[src/rtl/record2uart_pkg.sv]
// Shared types and helpers for record2uart: FSM state encoding and the
// nibble-to-ASCII conversion used by the hex output mode.
package record2uart_pkg;

  typedef enum logic [2:0] {
    IDLE,
    POP,
    LOAD,
    SEND,
    WAIT_ACK,
    WAIT_IDLE,
    TRAILER,
    WAIT_TRL_ACK
  } state_t;

  // Uppercase hex digit: 0-9 -> '0'-'9', 10-15 -> 'A'-'F'.
  function automatic logic [7:0] nibble_to_ascii(input logic [3:0] nib);
    if (nib < 4'd10) return 8'h30 + 8'(nib);
    return 8'h37 + 8'(nib);
  endfunction

endpackage

[src/rtl/record2uart.sv]
// Pops fixed-size records from a FIFO and streams them MSB-first to a byte UART,
// optionally followed by a trailer byte. Define RECORD2UART_HEX_EN for ASCII-hex output.
module record2uart
  import record2uart_pkg::*;
#(
  parameter int         RECORD_BYTES = 6,
  parameter logic [7:0] TRAILER_BYTE = 8'h0A,
  parameter bit         TRAILER_ON   = 1'b1
) (
  input  logic                      clk,
  input  logic                      reset,
  input  logic [8*RECORD_BYTES-1:0] read_data,
  input  logic                      read_empty,
  output logic                      read_clk_enable,
  input  logic                      uart_ready,
  output logic                      uart_clk_enable,
  output logic [7:0]                uart_data,
  output logic                      busy,
  output logic [15:0]               rec_count
);

`ifdef RECORD2UART_HEX_EN
  localparam int CHARS = 2 * RECORD_BYTES;
`else
  localparam int CHARS = RECORD_BYTES;
`endif
  localparam int IDX_W = $clog2(2 * RECORD_BYTES + 1);
  localparam logic [IDX_W-1:0] IDX_FIRST = IDX_W'(CHARS - 1);

  state_t                    state, state_next;
  logic [IDX_W-1:0]          idx, idx_next;
  logic [8*RECORD_BYTES-1:0] record_q;
  logic                      pop_next, uart_en_next;
  logic [7:0]                uart_data_next, cur_byte, cur_char;
  logic [15:0]               count_next;

  // The index counts down to zero, so the highest position is the first character out.
`ifdef RECORD2UART_HEX_EN
  assign cur_byte = 8'(record_q >> {idx >> 1, 3'b000});
  assign cur_char = idx[0] ? nibble_to_ascii(cur_byte[7:4]) : nibble_to_ascii(cur_byte[3:0]);
`else
  assign cur_byte = 8'(record_q >> {idx, 3'b000});
  assign cur_char = cur_byte;
`endif

  assign busy = (state != IDLE);

  always_comb begin
    // NOTE: every output of this block gets a default first, so no path can infer a latch.
    state_next     = state;
    idx_next       = idx;
    pop_next       = 1'b0;
    uart_en_next   = uart_clk_enable;
    uart_data_next = uart_data;
    count_next     = rec_count;
    case (state)
      IDLE: begin
        if (!read_empty) begin
          pop_next   = 1'b1;
          state_next = POP;
        end
      end
      POP:  state_next = LOAD;
      LOAD: begin
        idx_next   = IDX_FIRST;
        state_next = SEND;
      end
      SEND: begin
        if (uart_ready) begin
          uart_data_next = cur_char;
          uart_en_next   = 1'b1;
          state_next     = WAIT_ACK;
        end
      end
      WAIT_ACK: begin
        if (!uart_ready) begin
          uart_en_next = 1'b0;
          state_next   = WAIT_IDLE;
        end
      end
      WAIT_IDLE: begin
        if (uart_ready) begin
          if (idx != '0) begin
            idx_next   = idx - IDX_W'(1);
            state_next = SEND;
          end else if (TRAILER_ON) begin
            state_next = TRAILER;
          end else begin
            count_next = rec_count + 16'd1;
            state_next = IDLE;
          end
        end
      end
      TRAILER: begin
        if (uart_ready) begin
          uart_data_next = TRAILER_BYTE;
          uart_en_next   = 1'b1;
          state_next     = WAIT_TRL_ACK;
        end
      end
      WAIT_TRL_ACK: begin
        if (!uart_ready) begin
          uart_en_next = 1'b0;
          count_next   = rec_count + 16'd1;
          state_next   = IDLE;
        end
      end
      default: state_next = IDLE;
    endcase
  end

  // NOTE: sequential state uses non-blocking assignments so every register samples pre-edge values.
  always_ff @(posedge clk) begin
    if (!reset) begin
      state           <= IDLE;
      idx             <= '0;
      read_clk_enable <= 1'b0;
      uart_clk_enable <= 1'b0;
      uart_data       <= 8'h00;
      rec_count       <= 16'h0000;
    end else begin
      state           <= state_next;
      idx             <= idx_next;
      read_clk_enable <= pop_next;
      uart_clk_enable <= uart_en_next;
      uart_data       <= uart_data_next;
      rec_count       <= count_next;
    end
  end

  // NOTE: the record register is pure datapath; it is always reloaded in LOAD before use, so it has no reset.
  always_ff @(posedge clk) begin
    if (state == LOAD) record_q <= read_data;
  end

endmodule
[config.mk]
export PLATFORM = sky130hd
export DESIGN_NAME = record2uart
export DESIGN_NICKNAME = d
export VERILOG_FILES = /design/src/rtl/record2uart_pkg.sv /design/src/rtl/record2uart.sv
export SDC_FILE = /design/constraint.sdc
export NUM_CORES = 1
export LEC_CHECK = 0
export ABC_AREA = 0
export BUFFER_PORTS_ARGS = -buffer_cell sky130_fd_sc_hd__buf_2
export CORE_ASPECT_RATIO = 1.75
export CORE_MARGIN = 2
export CORE_UTILIZATION = 30
export DETAILED_ROUTE_END_ITERATION = 12
export GPL_ROUTABILITY_DRIVEN = 0
export PLACE_DENSITY = 0.63
export SLEW_MARGIN = 30
export SYNTH_ARGS = -nofsm -noshare
export SYNTH_HDL_FRONTEND = slang
export SYNTH_SLANG_ARGS = --single-unit
[constraint.sdc]
create_clock -name clk -period 3.33 [get_ports clk]
set_input_delay 0.666 -clock clk [delete_from_list [all_inputs] [get_ports clk]]
set_output_delay 0.666 -clock clk [all_outputs]
set_load 0.01 [all_outputs]
Yosys cells after proc, flatten, opt, wreduce, memory -nomap -nowiden
Index checks and enable logic that the tools add are counted.

$add $sub $neg: 2. $mul: 0. Divide/modulo/power cells: 0. Magnitude comparators: 0. Equality and inequality tests: 16. Shifts and indexed selects: 1. Mux-type cells: 18. Bitwise operators: 1. Reductions and logical operators: 14.

Operators with widths (number): right shift 48 x 7 -> 8 bit (1); one-hot mux 3 bit (8 select lines) (1); 2-to-1 mux 3 bit (7); adder 16 x 1 -> 16 bit, second input constant (1); 2-to-1 mux 8 bit (2); inequality test 2 bit, second input constant (8); one-hot mux 8 bit (2 select lines) (1); == test 3 bit, second input constant (4); AND reduction 3 bit (3); 2-to-1 mux 4 bit (2); one-hot mux 4 bit (2 select lines) (1); == test 3 x 2 -> 1 bit, second input constant (2); AND reduction 6 bit (1); nonzero test 2 bit (3); AND reduction 2 bit (2); nonzero test 4 bit (1); OR reduction 2 bit (2); subtractor 4 x 1 -> 4 bit, second input constant (1); == test 3 x 1 -> 1 bit, second input constant (1); logical NOT 3 bit (1); 2-to-1 mux 1 bit (3); nonzero test 3 bit (1); inequality test 2 x 1 -> 1 bit, second input constant (1); one-hot mux 1 bit (2 select lines) (1); NOT 1 bit (1).

Register bits: 81. Bits in latches: 0. Memory bits (writable): 0. Bits in read-only memories: 0. Input bits: 52. Logic and storage cells: 59. Memories: 0.

Depth between registers and ports, before layout
Depth in word-level cells: 4. Depth in mapped cells: 8. Gate-level depth less buffers: 6.

Least setup slack after synthesis
OpenSTA, ideal clock, no wires.

Path kind: reg-to-reg. Start point: register state[0]. End point: register idx[1]. Arrival: 3.254 ns. Data required time: 3.259 ns. Setup slack: 0.005 ns. Cell stages (with the launch flop): 6. Period minus slack after synthesis: 3.325 ns. Cells stage by stage: dfxtp_1 buf_4 nor3b_2 a31oi_1 or3b_1 a21oi_1.

Word-level cells in the longest chain between the ends: 3.

RTL lines: start, declared (RTL line record2uart.sv:30) `state_t state, state_next;`; start signal, assigned (RTL line record2uart.sv:122) `state <= state_next;`; == test 3 bit / == test 3 x 2 -> 1 bit (equally long branches) (RTL line record2uart.sv:56) `case (state)`; inequality test 2 bit (no source line) / nonzero test 2 bit (equally long branches); AND reduction 3 bit (no source line); end signal, assigned (RTL line record2uart.sv:123) `idx <= idx_next;`; end, declared (RTL line record2uart.sv:31) `logic [IDX_W-1:0] idx, idx_next;`.

Several ways; a longest one is shown, not always the timed one. A chain may end at the register's enable or synchronous reset.

Final worst setup path
Start point: register state[0]. End point: output port busy.

Word-level cells in the longest chain between the ends: 1.

RTL lines: nonzero test 3 bit (RTL line record2uart.sv:46) `assign busy = (state != IDLE);`; end, declared (RTL line record2uart.sv:18) `output logic busy,`.

Every way passes these cells.

==> results.sh <==
export IMPL_ioPinCount=79
export IMPL_port_buffers=78
export IMPL_synthFlopType="edfxtp_1"
export IMPL_synth_edf_count=48
export IMPL_async_reset_ff_share_pct=0
export IMPL_ys_seq_elements=81
export IMPL_slew_viol_final=0
export IMPL_post_place_ws_ns=1.26
export IMPL_required_ns=2.66
export IMPL_cts_buffers=9
export IMPL_die_y_um=145
export IMPL_total_power_mw=2.32
export IMPL_postCtsSetupBuffers=0
export IMPL_clock_latency_ns=0.33
export IMPL_pwr_density_cell_nw_per_um2=551
export IMPL_synth_common_cells="edfxtp_1 (48), dfxtp_1 (33), nor2_1 (18)"
export IMPL_grt_total_usage_pct=11.9
export IMPL_clk_pin_slew_ns=0.06
export IMPL_yosysMostFrequentCell="edfxtp_1"
export IMPL_cts_path_max_buffers=2
export IMPL_ys_top_cells_by_area="edfxtp_1 (42%), dfxtp_1 (19%), mux4_2 (5.3%)"
export IMPL_cts_sinks=81
export IMPL_clockRootBuffer="clkbuf_16"
export IMPL_power_switching_mw=0.519
export IMPL_pwr_share_seq_pct=49.5
export IMPL_setup_viol=0
export IMPL_gr_total_overflow=0
export IMPL_routedWlPerCell_um=14.6
export IMPL_antenna_found_initial=0
export IMPL_die_w_um=84.4
export IMPL_final_period_utilization_pct=63.8
export IMPL_drc=0
export IMPL_drt_antenna_violating_nets=0
export IMPL_synth_top_cell_area_share_pct=42.5
export IMPL_yosys_warnings=0
export IMPL_rsz0062_at_grt="false"
export IMPL_max_freq_mhz=471
export IMPL_tns_ns=0
export IMPL_placed_cells=454
export IMPL_wl_um=6870
export IMPL_intPower_mw=1.80
export IMPL_avgViaCountPerCell=4.87
export IMPL_ir_drop_uv=451
export IMPL_drive_above_1_share_pct=35.8
export IMPL_cts_hold_buf=0
export IMPL_area_growth_pct=24.4
export IMPL_antennaDiodeCount=0
export IMPL_num_vias=2287
export IMPL_netlist_area_um2=3390
export IMPL_seq_area_frac_synth_pct=62.0
export IMPL_dr_first_iter_drc_count=136
export IMPL_final_util_pct=38.0
export IMPL_ys_types=46
export IMPL_hold_viol=0
export IMPL_layout_min_cycle_time_ns=2.13
export IMPL_hold_class="flop to flop"
export IMPL_p_leak_nw=1.59
export IMPL_drv_cap=0
export IMPL_comb_power_share_pct=6.8
export IMPL_critical_path_arrival_ns=1.46
export IMPL_p_clk_share_pct=43.7
export IMPL_crit_path_max_fanout=13
export IMPL_syn_area_per_cell_um2=13.4
export IMPL_tightest_slew_ns=0.833
export IMPL_cts_tree="built"
export IMPL_firstDrtPassIters=4
export IMPL_startpoint_type="flop"
export IMPL_ctsHtreeMaxLevel=3
export IMPL_yosysTopAreaCell="edfxtp_1"
export IMPL_stdcell_count=470
export IMPL_worst_setup_path_end_kind="output port"
export IMPL_layout_nets=387
export IMPL_core_um2=11100
export IMPL_skew_ns=0.00601
export IMPL_grt_pass1_wl_um=11300
export IMPL_post_dp_hpwl_um=4940
export IMPL_synthesis_instances=254
export IMPL_fill_cells=1118
export IMPL_crit_type="flop to output port"
export IMPL_cts_resized=0
export IMPL_rows=51
export IMPL_worst_slack_ns=1.20
export IMPL_grt_pass1_vias=2331
export IMPL_slew_headroom_pct=44.4
export IMPL_start_util_pct=30.5
export IMPL_die_area_um2=12200
export IMPL_syn_num_nets=308
export IMPL_grt_max_degree=50
export IMPL_switching_share_pct=22.3
export IMPL_status="completed"
[final timing paths]
check | start | end | cells after the start | slack (ns)
hold / removal | rec_count[15] | rec_count[15] | 2 | 0.49
setup reg to reg | idx[1] | idx[1] | 6 | 1.32
hold reg to reg | rec_count[15] | rec_count[15] | 2 | 0.49
setup / recovery | state[0] | busy | 2 | 1.20
[flip-flops by register name, summed over array words and instances (netlist names)]
| register | count |
|---|---|
| state | 3 |
| idx | 4 |
| read_clk_enable | 1 |
| record_q | 48 |
| uart_data | 8 |
| rec_count | 16 |
| uart_clk_enable | 1 |
[critical path: stages, from the launching register on]
cell	delay, ns
dfxtp_1	0.51
or3_1	0.46
buf_2	0.16
[final cells by class]
cell class	count	area, um2	share of cell area [%]
flip-flops and latches	81	2100	49.8
clock buffers	10	239	5.66
multi-input cells	154	1210	28.7
well taps	132	165	3.91
clock inverters	6	72.6	1.72
repair buffers	80	405	9.61
inverters	7	26.3	0.623
[cell usage in the layout, fill, tap and decap left out, drive strengths merged, types with 3 or more instances in the layout]
cell	netlist	routed
a21oi	15	15
a222oi	6	6
a31oi	3	3
buf	6	80
clkbuf	6	10
dfxtp	33	33
edfxtp	48	48
inv	7	10
mux2	7	7
mux2i	7	7
mux4	8	8
nand2	14	14
nand2b	6	6
nand3	10	10
nand4	5	5
nor2	18	18
nor3	8	8
nor3b	3	3
nor4	4	4
o21ai	9	9
or3	3	3
xnor2	6	6
xor2	4	4
[power by group through the flow]
| stage | Combinational (mW) | Clock [mW] | Sequential, mW |
|---|---|---|---|
| 5_1_grt | 0.176 | 1.08 | 1.16 |
| 3_3_place_gp | 0.158 | 0 | 1.17 |
| 4_1_cts | 0.162 | 1.04 | 1.15 |
| 2_1_floorplan | 0.115 | 0 | 1.15 |
| 3_5_place_dp | 0.161 | 0 | 1.17 |
| 6_report | 0.158 | 1.02 | 1.15 |
[metrics by stage]
stage / cell area (um2) / hold slack, ns
5_1_grt: 4220 / 0.488
4_1_cts: 4220 / 0.491
3_3_place_gp: 3910 / 0.464
3_5_place_dp: 3910 / 0.479
2_1_floorplan: 3390 / 0.498
6_report: 4220 / 0.486
[layer usage]
layer | vias up | part of all wire [%] | track usage [%]
met2 | 63 | 56 | 22.1
met3 | 10 | 4.8 | 3.06
met4 | 0 | 1.8 | 4.76
met5 | - | 0 | 0
met1 | 1088 | 37 | 12.8
li1 | 1126 | - | -
[logic make-up after synthesis]
group           after synthesis  share of synthesized area (%)
simple gates                 84                           15.6
flops                        81                           62.0
compound gates               36                           6.60
mux                          22                           9.70
buf+inv                      19                           2.55
xor+xnor                     10                           2.80
fa+ha+maj                     2                          0.738
No activity file was read; power rests on OpenSTA's default activity.
